<file path="config.mk">
export PLATFORM = sky130hd
export DESIGN_NAME = nibble_serial_subtractor
export DESIGN_NICKNAME = d
export VERILOG_FILES = /design/src/rtl/nibble_serial_subtractor.sv
export SDC_FILE = /design/constraint.sdc
export NUM_CORES = 1
export LEC_CHECK = 0
export CORE_AREA = 10 10 84 86
export DETAILED_ROUTE_END_ITERATION = 12
export DIE_AREA = 0 0 94 96
export PLACE_DENSITY = 0.9
export SETUP_SLACK_MARGIN = 0.2
export SLEW_MARGIN = 20
export SYNTH_ARGS = -nofsm -noshare
export SYNTH_HDL_FRONTEND = slang
export SYNTH_SLANG_ARGS = --single-unit
</file>
<file path="constraint.sdc">
create_clock -name clk -period 2.3 [get_ports clk]
set_input_delay 0.69 -clock clk [delete_from_list [all_inputs] [get_ports clk]]
set_output_delay 0.69 -clock clk [all_outputs]
set_load 0.02 [all_outputs]
</file>
<file path="src/rtl/nibble_serial_subtractor.sv">
`default_nettype none
// +----------------------------------------------------------------------------+
// | Module      : nibble_serial_subtractor                                     |
// | Description : Wide unsigned subtractor A - B that works one nibble per     |
// |               clock through an external 4-bit ripple-carry subtractor.     |
// |               It drives the operand slices and carry-in, captures the      |
// |               difference nibble and carry-out, and chains the carry from   |
// |               one nibble to the next.                                      |
// | Ports       : clk, rst_n           - clock, async active-low reset         |
// |               in_valid/in_ready    - operand handshake (in_a, in_b)        |
// |               rcs_a/rcs_b/rcs_cin  - operand slices and carry to the RCS   |
// |               rcs_s/rcs_cout       - difference nibble and carry from RCS  |
// |               out_valid/out_ready  - result handshake                      |
// |               out_diff/out_borrow/out_zero - result and flags              |
// | Revision    : 1.0 - initial release                                        |
// +----------------------------------------------------------------------------+
module nibble_serial_subtractor #(
   parameter int NIBBLES = 4
) (
   input  logic                   clk,
   input  logic                   rst_n,
   input  logic                   in_valid,
   output logic                   in_ready,
   input  logic [4*NIBBLES-1:0]   in_a,
   input  logic [4*NIBBLES-1:0]   in_b,
   output logic [3:0]             rcs_a,
   output logic [3:0]             rcs_b,
   output logic                   rcs_cin,
   input  logic [3:0]             rcs_s,
   input  logic                   rcs_cout,
   output logic                   out_valid,
   input  logic                   out_ready,
   output logic [4*NIBBLES-1:0]   out_diff,
   output logic                   out_borrow,
   output logic                   out_zero
);

   localparam int W     = 4 * NIBBLES;
   localparam int IDX_W = (NIBBLES > 1) ? $clog2(NIBBLES) : 1;
   localparam logic [IDX_W-1:0] C_LAST_IDX = IDX_W'(NIBBLES - 1);

   typedef enum logic [1:0] {
      ST_IDLE = 2'd0,
      ST_RUN  = 2'd1,
      ST_DONE = 2'd2
   } state_t;

   state_t           state_q, state_d;
   logic [IDX_W-1:0] idx_q, idx_d;
   logic             carry_q, carry_d;
   logic [W-1:0]     a_q, a_d;
   logic [W-1:0]     b_q, b_d;
   logic [W-1:0]     diff_q, diff_d;

   // Bit offset of the nibble currently being processed.
   logic [IDX_W+1:0] w_bit_base;
   assign w_bit_base = {idx_q, 2'b00};

   always_ff @(posedge clk or negedge rst_n) begin
      if (!rst_n) begin
         state_q <= ST_IDLE;
         idx_q   <= '0;
         carry_q <= 1'b1;
         a_q     <= '0;
         b_q     <= '0;
         diff_q  <= '0;
      end else begin
         state_q <= state_d;
         idx_q   <= idx_d;
         carry_q <= carry_d;
         a_q     <= a_d;
         b_q     <= b_d;
         diff_q  <= diff_d;
      end
   end

   always_comb begin
      state_d    = state_q;
      idx_d      = idx_q;
      carry_d    = carry_q;
      a_d        = a_q;
      b_d        = b_q;
      diff_d     = diff_q;
      in_ready   = 1'b0;
      out_valid  = 1'b0;
      rcs_a      = 4'h0;
      rcs_b      = 4'h0;
      rcs_cin    = 1'b1;
      out_borrow = 1'b0;
      out_zero   = 1'b0;

      case (state_q)
         ST_IDLE: begin
            in_ready = 1'b1;
            if (in_valid) begin
               a_d     = in_a;
               b_d     = in_b;
               idx_d   = '0;
               // Carry of 1 means "no borrow" into the least significant nibble.
               carry_d = 1'b1;
               state_d = ST_RUN;
            end
         end

         ST_RUN: begin
            rcs_a   = a_q[w_bit_base +: 4];
            rcs_b   = b_q[w_bit_base +: 4];
            rcs_cin = carry_q;
            diff_d[w_bit_base +: 4] = rcs_s;
            carry_d = rcs_cout;
            if (idx_q == C_LAST_IDX) begin
               state_d = ST_DONE;
            end else begin
               idx_d = idx_q + 1'b1;
            end
         end

         ST_DONE: begin
            out_valid  = 1'b1;
            // Final carry of 0 means the whole subtraction borrowed (A < B).
            out_borrow = ~carry_q;
            out_zero   = (diff_q == '0);
            if (out_ready) begin
               state_d = ST_IDLE;
            end
         end

         default: begin
            state_d = ST_IDLE;
         end
      endcase
   end

   assign out_diff = diff_q;

endmodule
`default_nettype wire

</file>
==> metrics.md <==
| Metric | Value |
|---|---|
| Root Driver | clkbuf_8 |
| Vias in the first global route | between 1,500 and 2,000 |
| Synth warnings | 0 |
| Longest Clk Path Bufs | 2 |
| Synth Net Count | ~220 |
| Num ports | 70 |
| Avg Cell Area, Syn | ~14 sq um |
| Setup ws final | -0.0269 ns |
| Critical Path RT | ~1.6 ns |
| Routed length per instance | around 17 microns |
| Rel. slew slack | 77.4% |
| Starting Density | between 40% and 50% |
| RSZ-0062 raised after global routing | yes |
| Area added between synthesis and finish | 41.6% |
| Mapped Area | around 2500 sq um |
| Diodes inserted | 0 |
| Pwr per Cell Area | between 1000 and 1500 nW/um^2 |
| Setup CP Type | reg2out |
| Post-synth cell types | 32 |
| Slowest CP cell | mux4_2 |
| RR Endpoint | out_diff[1] |
| Endpoint type of the worst setup path | primary output |
| Initial antenna violation count | 0 |
| Hold slack final | 0.240 ns |
| Via Count | between 1,500 and 2,000 |
| Pre-Repair DR Iteration Count | 4 |
| FP Rows | 27 |
| Worst path cell trace | buf_12 > mux4_2 > nor2b_1 > buf_4 |
| Slew Viols, Final | 0 |
| #FFs+latches synth | 53 |
| Post-DP HPWL | 4.53 mm |
| Max-cap check violation count | 0 |
| Top post-synthesis cells by area | dfrtp_1 (52%), mux2_2 (14%), mux4_1 (7.3%) |
| Final setup skew | a little over 0.01 ns |
| Core area | 5410 sq um |
| Crit path DAT | about 1.6 ns |
| # DRC | 0 |
| Period utilization | 101% |
| # clock sinks | between 50 and 60 |
| Final hold vios | 0 |
| Critical path buffer and inverter count | 2 |
| Final wirelength | 5.91 mm |
| Global route overflow | 0 |
| DRT antenna net count | 0 |
| Buffers added on ports | 69 |
| Synth area leader | dfrtp_1 |
| Fillers | 428 |
| Post-route core utilization | ~66% |
| Vias/cell | between 5 and 6 |
| CP Launch Type | register |
| Worst path max stage delay | ~0.49 ns |
| Worst reg-to-reg path cell count | 6 |
| Die Ht | roughly 96 microns |
| GRT Total Usage | between 10% and 20% |
| Placed cell area | around 3400 sq um |
| Violated checks | negative setup slack |
| Worst min path class | in2async |
| R2R setup slack | around 0.46 ns |
| Reg-to-Reg Start | idx_q[0] |
| Worst-Skew Late Latency | just under 0.3 ns |
| VDD IR max | just under 0.0007 V |
| Routability Congestion | roughly 0.8 |
| Worst Path Max Fanout | 8 |
| Top Family by Delay on Critical Path | multiplexers |
| Largest net degree at the start of global routing | 35 |
| Cells after Synth | between 150 and 200 |
| Share of layout cells above drive strength 1 | between 30% and 40% |
| Global-route wire length before repair | approximately 9.5 mm |
| CTS tree | built |
| 1st-iter DRT viols | 61 |
| Net count, final | approximately 320 |
| Status | complete, but fails checks |
| Clock-pin slew on the worst setup and hold paths | ~0.09 ns |
| Final instance area | between 3000 and 4000 sq um |
| CTS buffer count | 5 |
| Worst Tran Pin Value | about 0.34 ns |
| Share of the synthesized area in the top cell type | between 50 and 60% |
| Post-synthesis sequential area ratio | ~53% |
| H-tree depth | 2 |
| Setup Viol. Count Final | 8 |
| F_max | ~0.43 GHz |
| Leak Pwr | 1.67 nW |
| Post-layout minimum cycle time | 2.33 ns |
| Die Area | roughly 9000 sq um |
| Die W | about 94 microns |
==> layer usage <==
layer	track usage [%]	wire length, microns	vias up
met3	4.67	455	6
li1	-	-	835
met2	22.8	3130	57
met4	3.67	57	0
met1	15.0	2270	875
met5	0	0	-
==> stage by stage <==
step	setup TNS [ns]	instances	total power, mW	setup WS (ns)
floorplan	0	178	3.32	0.223
global placement	-0.929	333	4.35	-0.127
detailed placement	-1.17	333	4.47	-0.166
CTS	-0.415	343	5.12	-0.0615
global route	-0.808	346	5.51	-0.107
finish	-0.129	346	5.14	-0.0269
==> report_power, final <==
group,total (mW),switching [mW],leakage (nW),internal (mW)
registers,1.65,0.266,0.655,1.38
logic,2.87,1.29,0.952,1.58
clock network,0.628,0.273,0.0585,0.355
total,5.14,1.83,1.67,3.31
==> registers in the layout, indices dropped and copies added (netlist names) <==
name,count
out_diff,16
b_q,16
carry_q,1
a_q,16
state_q,2
idx_q,2
==> worst max path at each step <==
stage / slack [ns] / from / end / cells after the start
after global placement: -0.13 / idx_q[0] / rcs_b[1] / 4
after global routing: -0.11 / idx_q[0] / rcs_b[2] / 4
after detailed placement: -0.17 / idx_q[0] / rcs_b[1] / 4
final: -0.03 / idx_q[0] / rcs_b[1] / 4
after floorplan: 0.22 / idx_q[0] / rcs_a[0] / 3
after CTS: -0.06 / idx_q[0] / rcs_b[1] / 4
==> placed cells by master, fill, tap and decap left out, types with 2 or more instances in the layout <==
cell type	n
nand3b_1	4
o21ai_0	9
buf_12	2
nand2_1	16
dfrtp_1	52
mux2_2	32
buf_2	4
dlymetal6s2s_1	8
inv_1	3
buf_6	3
clkdlybuf4s50_1	47
mux4_2	8
nor4b_4	3
clkbuf_8	6
nor2_1	5
ha_1	5
a22o_1	8
nor2b_1	8
buf_4	30
nor4_2	3
==> synthesized netlist by cell type, drive strengths merged <==
cell,count
clkbuf,3
o21ai,9
nor4,3
o22ai,1
or2b,1
or2,2
inv,4
a21oi,1
nor2b,8
or4,1
and4bb,1
nor3,1
nand2,16
a22o,8
dfrtp,52
nand3,1
mux2i,1
ha,5
o21bai,1
nand3b,4
nand2b,1
buf,4
mux2,32
dfstp,1
nor2,5
mux4,8
nor3b,1
nor4b,3
==> cells by family (layout without fill, tap and decap cells) <==
| logic type | Yosys count | after routing | synth area share (%) |
|---|---|---|---|
| buffers and inverters | 11 | 107 | 3.24 |
| adders and majority gates | 5 | 5 | 2.50 |
| and+or+nand+nor | 48 | 48 | 12.9 |
| DFF | 53 | 53 | 53.0 |
| AOI/OAI and AO/OA | 20 | 20 | 5.34 |
| muxes | 41 | 41 | 23.0 |
==> worst register-to-register path, delay by kind of cell (launching register included) <==
| family | cells | cell delay [ns] |
|---|---|---|
| adders and majority gates | 1 | 0.27 |
| AOI/OAI and AO/OA | 1 | 0.18 |
| and+or+nand+nor | 2 | 0.62 |
| buffers and inverters | 2 | 0.30 |
| DFF | 1 | 0.42 |
==> what timing repair did <==
action                     in CTS  in global routing
cloned                          0                  1
setup endpoints to repair      13                 19
gates resized for setup        66                 18
setup buffers                   2                  2
hold buffers                    0                  0
==> cell type report <==
| type | count | area (sq um) | share of cell area (%) |
|---|---|---|---|
| Sequential cell | 53 | 1330 | 37.4 |
| Multi-Input combinational cell | 114 | 1110 | 31.2 |
| Inverter | 4 | 15.0 | 0.423 |
| Timing Repair Buffer | 95 | 895 | 25.2 |
| Clock buffer | 7 | 86.3 | 2.43 |
| Clock inverter | 1 | 30.0 | 0.846 |
| Tap cell | 72 | 90.1 | 2.54 |
Power figures use the tool's default switching activity.
